--- config.mk ---
export PLATFORM = sky130hd
export DESIGN_NAME = mem_port_arbiter
export DESIGN_NICKNAME = d
export VERILOG_FILES = /design/src/rtl/mem_port_arbiter.sv
export SDC_FILE = /design/constraint.sdc
export NUM_CORES = 1
export LEC_CHECK = 0
export CORE_MARGIN = 4
export CORE_UTILIZATION = 30
export CTS_BUF_LIST = sky130_fd_sc_hd__clkbuf_16
export CTS_CLUSTER_SIZE = 12
export DETAILED_ROUTE_END_ITERATION = 6
export PLACE_DENSITY_LB_ADDON = 0.08
export REMOVE_ABC_BUFFERS = 1
export SYNTH_ARGS = -nofsm -noshare
export SYNTH_HDL_FRONTEND = slang
export SYNTH_SLANG_ARGS = --single-unit
--- constraint.sdc ---
create_clock -name clk_i -period 3.2 [get_ports clk_i]
set_clock_uncertainty 0.1 [all_clocks]
set_input_delay 0.64 -clock clk_i [delete_from_list [all_inputs] [get_ports clk_i]]
set_output_delay 0.64 -clock clk_i [all_outputs]
set_load 0.03 [all_outputs]
--- src/rtl/mem_port_arbiter.sv ---
// Arbiter for one single-ported unified memory shared by the instruction-fetch
// port and the data port. Accesses are serialised through IDLE -> ISSUE ->
// (WAIT) -> RESP; every output is registered.
// Optional feature: define MEM_ARB_RR_EN for round-robin on simultaneous
// requests; otherwise the data port always wins a tie.
module mem_port_arbiter #(
    parameter int unsigned AW  = 32,
    parameter int unsigned DW  = 32,
    parameter int unsigned LAT = 1
) (
    input  logic          clk_i,
    input  logic          reset_i,
    // Instruction-fetch port
    input  logic          if_req_i,
    input  logic [AW-1:0] if_addr_i,
    output logic          if_ready_o,
    output logic [DW-1:0] if_rdata_o,
    // Data port
    input  logic          dm_req_i,
    input  logic          dm_we_i,
    input  logic [AW-1:0] dm_addr_i,
    input  logic [DW-1:0] dm_wdata_i,
    output logic          dm_ready_o,
    output logic [DW-1:0] dm_rdata_o,
    // Memory side
    output logic          mem_en_o,
    output logic          mem_we_o,
    output logic [AW-1:0] mem_addr_o,
    output logic [DW-1:0] mem_wdata_o,
    input  logic [DW-1:0] mem_rdata_i,
    // Status
    output logic [1:0]    grant_o,
    output logic          busy_o
);

    // The latency counter is 4 bits wide, so only 1..15 can be represented.
    if (LAT < 1 || LAT > 15) begin : g_lat_check
        $error("mem_port_arbiter: LAT must be in the range 1..15");
    end

    typedef enum logic [1:0] {StIdle, StIssue, StWait, StResp} state_e;

    state_e        state_q, state_d;
    logic [3:0]    cnt_q, cnt_d;
    logic          sel_dm_q, sel_dm_d;
    logic          if_ready_q, if_ready_d;
    logic          dm_ready_q, dm_ready_d;
    logic [DW-1:0] if_rdata_q, if_rdata_d;
    logic [DW-1:0] dm_rdata_q, dm_rdata_d;
    logic          mem_en_q, mem_en_d;
    logic          mem_we_q, mem_we_d;
    logic [AW-1:0] mem_addr_q, mem_addr_d;
    logic [DW-1:0] mem_wdata_q, mem_wdata_d;
    logic [1:0]    grant_q, grant_d;
    logic          busy_q, busy_d;
    logic          dm_win;

`ifdef MEM_ARB_RR_EN
    // 1 = data port was granted last; cleared so the first tie goes to dm.
    logic          last_dm_q, last_dm_d;
`endif

    // Winner selection for a request sampled in IDLE.
    always_comb begin
        dm_win = 1'b0;
`ifdef MEM_ARB_RR_EN
        dm_win = dm_req_i && !(if_req_i && last_dm_q);
`else
        dm_win = dm_req_i;
`endif
    end

    // Next-state and registered-output logic.
    always_comb begin
        state_d     = state_q;
        cnt_d       = cnt_q;
        sel_dm_d    = sel_dm_q;
        if_ready_d  = 1'b0;
        dm_ready_d  = 1'b0;
        if_rdata_d  = if_rdata_q;
        dm_rdata_d  = dm_rdata_q;
        mem_en_d    = 1'b0;
        mem_we_d    = 1'b0;
        mem_addr_d  = mem_addr_q;
        mem_wdata_d = mem_wdata_q;
        grant_d     = grant_q;
        busy_d      = busy_q;
`ifdef MEM_ARB_RR_EN
        last_dm_d   = last_dm_q;
`endif

        unique case (state_q)
            StIdle: begin
                if (if_req_i || dm_req_i) begin
                    sel_dm_d    = dm_win;
                    mem_en_d    = 1'b1;
                    mem_we_d    = dm_win && dm_we_i;
                    mem_addr_d  = dm_win ? dm_addr_i : if_addr_i;
                    mem_wdata_d = dm_win ? dm_wdata_i : '0;
                    grant_d     = dm_win ? 2'b10 : 2'b01;
                    busy_d      = 1'b1;
                    state_d     = StIssue;
                end
            end
            StIssue: begin
                // mem_we_q still holds the latched direction of this access.
                if (mem_we_q) begin
                    dm_ready_d = 1'b1;
                    state_d    = StResp;
                end else begin
                    cnt_d   = 4'(LAT);
                    state_d = StWait;
                end
            end
            StWait: begin
                cnt_d = cnt_q - 4'd1;
                if (cnt_q == 4'd1) begin
                    if (sel_dm_q) begin
                        dm_rdata_d = mem_rdata_i;
                        dm_ready_d = 1'b1;
                    end else begin
                        if_rdata_d = mem_rdata_i;
                        if_ready_d = 1'b1;
                    end
                    state_d = StResp;
                end
            end
            StResp: begin
                grant_d = 2'b00;
                busy_d  = 1'b0;
                state_d = StIdle;
`ifdef MEM_ARB_RR_EN
                last_dm_d = sel_dm_q;
`endif
            end
            default: state_d = StIdle;
        endcase
    end

    // State and output registers with synchronous reset.
    always_ff @(posedge clk_i) begin
        if (reset_i) begin
            state_q     <= StIdle;
            cnt_q       <= '0;
            sel_dm_q    <= 1'b0;
            if_ready_q  <= 1'b0;
            dm_ready_q  <= 1'b0;
            if_rdata_q  <= '0;
            dm_rdata_q  <= '0;
            mem_en_q    <= 1'b0;
            mem_we_q    <= 1'b0;
            mem_addr_q  <= '0;
            mem_wdata_q <= '0;
            grant_q     <= 2'b00;
            busy_q      <= 1'b0;
`ifdef MEM_ARB_RR_EN
            last_dm_q   <= 1'b0;
`endif
        end else begin
            state_q     <= state_d;
            cnt_q       <= cnt_d;
            sel_dm_q    <= sel_dm_d;
            if_ready_q  <= if_ready_d;
            dm_ready_q  <= dm_ready_d;
            if_rdata_q  <= if_rdata_d;
            dm_rdata_q  <= dm_rdata_d;
            mem_en_q    <= mem_en_d;
            mem_we_q    <= mem_we_d;
            mem_addr_q  <= mem_addr_d;
            mem_wdata_q <= mem_wdata_d;
            grant_q     <= grant_d;
            busy_q      <= busy_d;
`ifdef MEM_ARB_RR_EN
            last_dm_q   <= last_dm_d;
`endif
        end
    end

    assign if_ready_o  = if_ready_q;
    assign if_rdata_o  = if_rdata_q;
    assign dm_ready_o  = dm_ready_q;
    assign dm_rdata_o  = dm_rdata_q;
    assign mem_en_o    = mem_en_q;
    assign mem_we_o    = mem_we_q;
    assign mem_addr_o  = mem_addr_q;
    assign mem_wdata_o = mem_wdata_q;
    assign grant_o     = grant_q;
    assign busy_o      = busy_q;

endmodule

==> impl_metrics.py <==
metrics = {
    "run_status": {
        "status": "complete, no violations",
    },
    "timing": {
        "fmax_mhz": 443,
        "worst-slew-pin-transition_ns": 0.616,
        "setup_viol": 0,
        "final.setup.worst_slack_ns": 0.944,
        "relSlewSlack_pct": 58.9,
        "setup_tns_ns": 0,
        "fin_crit_sh_pct": 70.5,
        "rsz0062_at_grt": "no",
        "drv_slew": 0,
        "post-route-min-period_ns": 2.26,
        "hold_viol_final": 0,
    },
    "grt": {
        "first_global_vias": 5305,
        "grt_use_total_pct": 16.8,
        "grt_pass1_wl_um": 27300,
        "antenna_found_initial": 0,
        "overflow": 0,
        "grt_max_degree": 64,
    },
    "setup_path": {
        "critPathSlowestCell": "clkdlybuf4s50_1",
        "crit_path_max_fanout": 4,
        "cp.arrival_ns": 1.52,
        "worstPathCellList": "clkdlybuf4s50_1",
        "path_delay_family": "buffers and inverters",
        "worst_ep_required_time_ns": 2.46,
        "path_class": "reg -> out",
        "crit_buf_inv": 1,
        "max_stage_delay_ns": 0.70,
        "start_kind": "flip-flop",
        "end_kind": "output pin",
    },
    "cells_and_area": {
        "final_util_pct": 49.3,
        "nets": 1029,
        "final_layout_size_suffix_gt1_share_pct": 6.43,
        "stdcell_count": 1131,
        "mostFrequentLayoutCells": "clkdlybuf4s50_1 (265), nand2_1 (168), dfxtp_1 (142), a21oi_1 (88), nor2_1 (41)",
        "mostFrequentLayoutCell": "clkdlybuf4s50_1",
        "n_antenna_cell": 0,
        "syn_to_final_growth_pct": 60.9,
    },
    "synthesis": {
        "syn-cell-area_mm2": 0.00554,
        "yosysUniqueCellTypes": 33,
        "synth_flop_cell": "dfxtp_1",
        "avgSynthCellArea_um2": 8.59,
        "synth-edff-count": 0,
        "ys_warn_count": 0,
        "ys_seq_elements": 142,
        "netlist_instances": 645,
        "yosysSeqAreaShare_pct": 51.3,
        "synthArstFlopShare_pct": 0,
    },
    "placement": {
        "port_buffers": 267,
        "place_inst": 1099,
        "post-dp-hpwl_um": 12700,
        "place.gp.congestion": 0.817,
        "dp_slack_ns": 0.904,
    },
    "pwr": {
        "power_density_mw_per_mm2": 723,
        "totalPowerFinal_mw": 6.44,
        "irDropWorstVdd_mv": 0.334,
        "p_leak_nw": 3.22,
    },
    "min_path": {
        "hold_class": "reg -> reg",
    },
    "floorplanning": {
        "die_area_mm2": 0.0207,
        "io_pins": 268,
        "die_h_um": 144,
        "initial_utilization_pct": 30.6,
        "fp.coreArea_mm2": 0.0181,
        "rows": 49,
        "die_x_um": 144,
    },
    "detailed_routing": {
        "routedWlPerCell_um": 15.9,
        "detail-route-antenna-nets": 0,
        "dr_total_vias": 5293,
        "wirelength_um": 17900,
        "firstDrtPassIters": 4,
        "post_drt_via_cell_ratio": 4.68,
        "drc_errors": 0,
        "drt-initial-drc-count": 191,
    },
    "cts": {
        "clock-sinks": 142,
        "cts_setup_buffers": 0,
        "cts_htree_levels": 4,
        "path_clk_slew_ns": 0.05,
        "ctsResizeCount": 0,
        "cts_tree": "done",
        "numCtsBuffers": 17,
        "cts-root-buf": "clkbuf_16",
        "hold_buffers": 0,
        "clockBufferDepth": 2,
        "insertion_delay_ns": 0.41,
    },
    "flow_run": {
        "drv_cap": 0,
    },
}
-- state kept, by name (all words and copies together), names as in the netlist, 2 cells and up --
name and flops:
dm_rdata_o 32, mem_wdata_o 32, mem_addr_o 32, if_rdata_o 32, grant_o 2, state_q 2
cnt_q 4
-- synthesized netlist by cell type, types with 3 or more instances --
master	instances	area, um2
a211oi_1	32	240
a21oi_1	88	440
a21oi_2	18	158
buf_1	5	18.8
buf_2	23	115
buf_4	5	37.5
buf_6	6	67.6
clkbuf_1	14	52.6
dfxtp_1	142	2840
ha_1	7	87.6
inv_1	6	22.5
mux2i_1	33	330
nand2_1	168	631
nand2b_1	3	18.8
nand3_1	34	170
nor2_1	41	154
o21ai_0	4	20.0
-- kinds of logic after synthesis --
| logic type | share of synthesized area [%] |
|---|---|
| AND/OR/NAND/NOR | 18.8 |
| AO/OA/AOI/OAI | 16.4 |
| flip-flops | 51.3 |
| buffers and inverters | 5.67 |
| multiplexers | 6.17 |
| adder cells (fa/ha/maj) | 1.58 |
-- power breakdown --
part	leakage, nW	switching (mW)	total, mW	internal [mW]
Combinational	1.75	1.30	2.22	0.916
Clock	0.311	0.699	1.97	1.27
Sequential	1.16	0.182	2.25	2.07
Total	3.22	2.18	6.44	4.26
-- worst reg2reg max path, delay by kind of cell (launching register included) --
kind	cells	cell delay (ns)
simple gates	3	0.59
buf+inv	2	0.49
fa+ha+maj	1	0.30
flops	1	0.35
compound gates	1	0.13
-- layer usage --
layer,GRT usage (%),up-vias,wire length (um)
met5,0,-,0
met4,6.44,0,437
met3,8.29,28,1910
met2,26.1,201,7900
met1,20.0,2401,7690
li1,-,2663,-
-- path summary, 6_finish.rpt --
| path | endpoint | slack, ns | cells after the start | from |
|---|---|---|---|---|
| worst max-delay path | mem_we_o | 0.94 | 1 | mem_we_o$_SDFF_PP0_ |
| worst min-delay path | mem_wdata_o[1]$_SDFFE_PP0P_ | 0.35 | 2 | mem_wdata_o[1]$_SDFFE_PP0P_ |
| worst max register to register | dm_rdata_o[21]$_SDFFE_PP0P_ | 1.17 | 7 | state_q[0]$_SDFFE_PP0P_ |
| worst min register to register | mem_wdata_o[1]$_SDFFE_PP0P_ | 0.35 | 2 | mem_wdata_o[1]$_SDFFE_PP0P_ |
-- metrics by stage --
step           instance area, um2  hold WS, ns
2_1_floorplan                5250        0.356
3_3_place_gp                 8320        0.338
3_5_place_dp                 8320        0.344
4_1_cts                      8910        0.352
5_1_grt                      8910        0.372
6_report                     8910        0.348
-- area by class of cell --
class / count / area (um2)
clock buffers: 17 / 425
clock inverters: 15 / 164
fillers: 1648 / 9180
inverters: 6 / 22.5
multi-input cells: 444 / 2380
flip-flops and latches: 142 / 2840
well taps: 229 / 287
repair buffers: 278 / 2790
(Power assumes the default switching activity.)
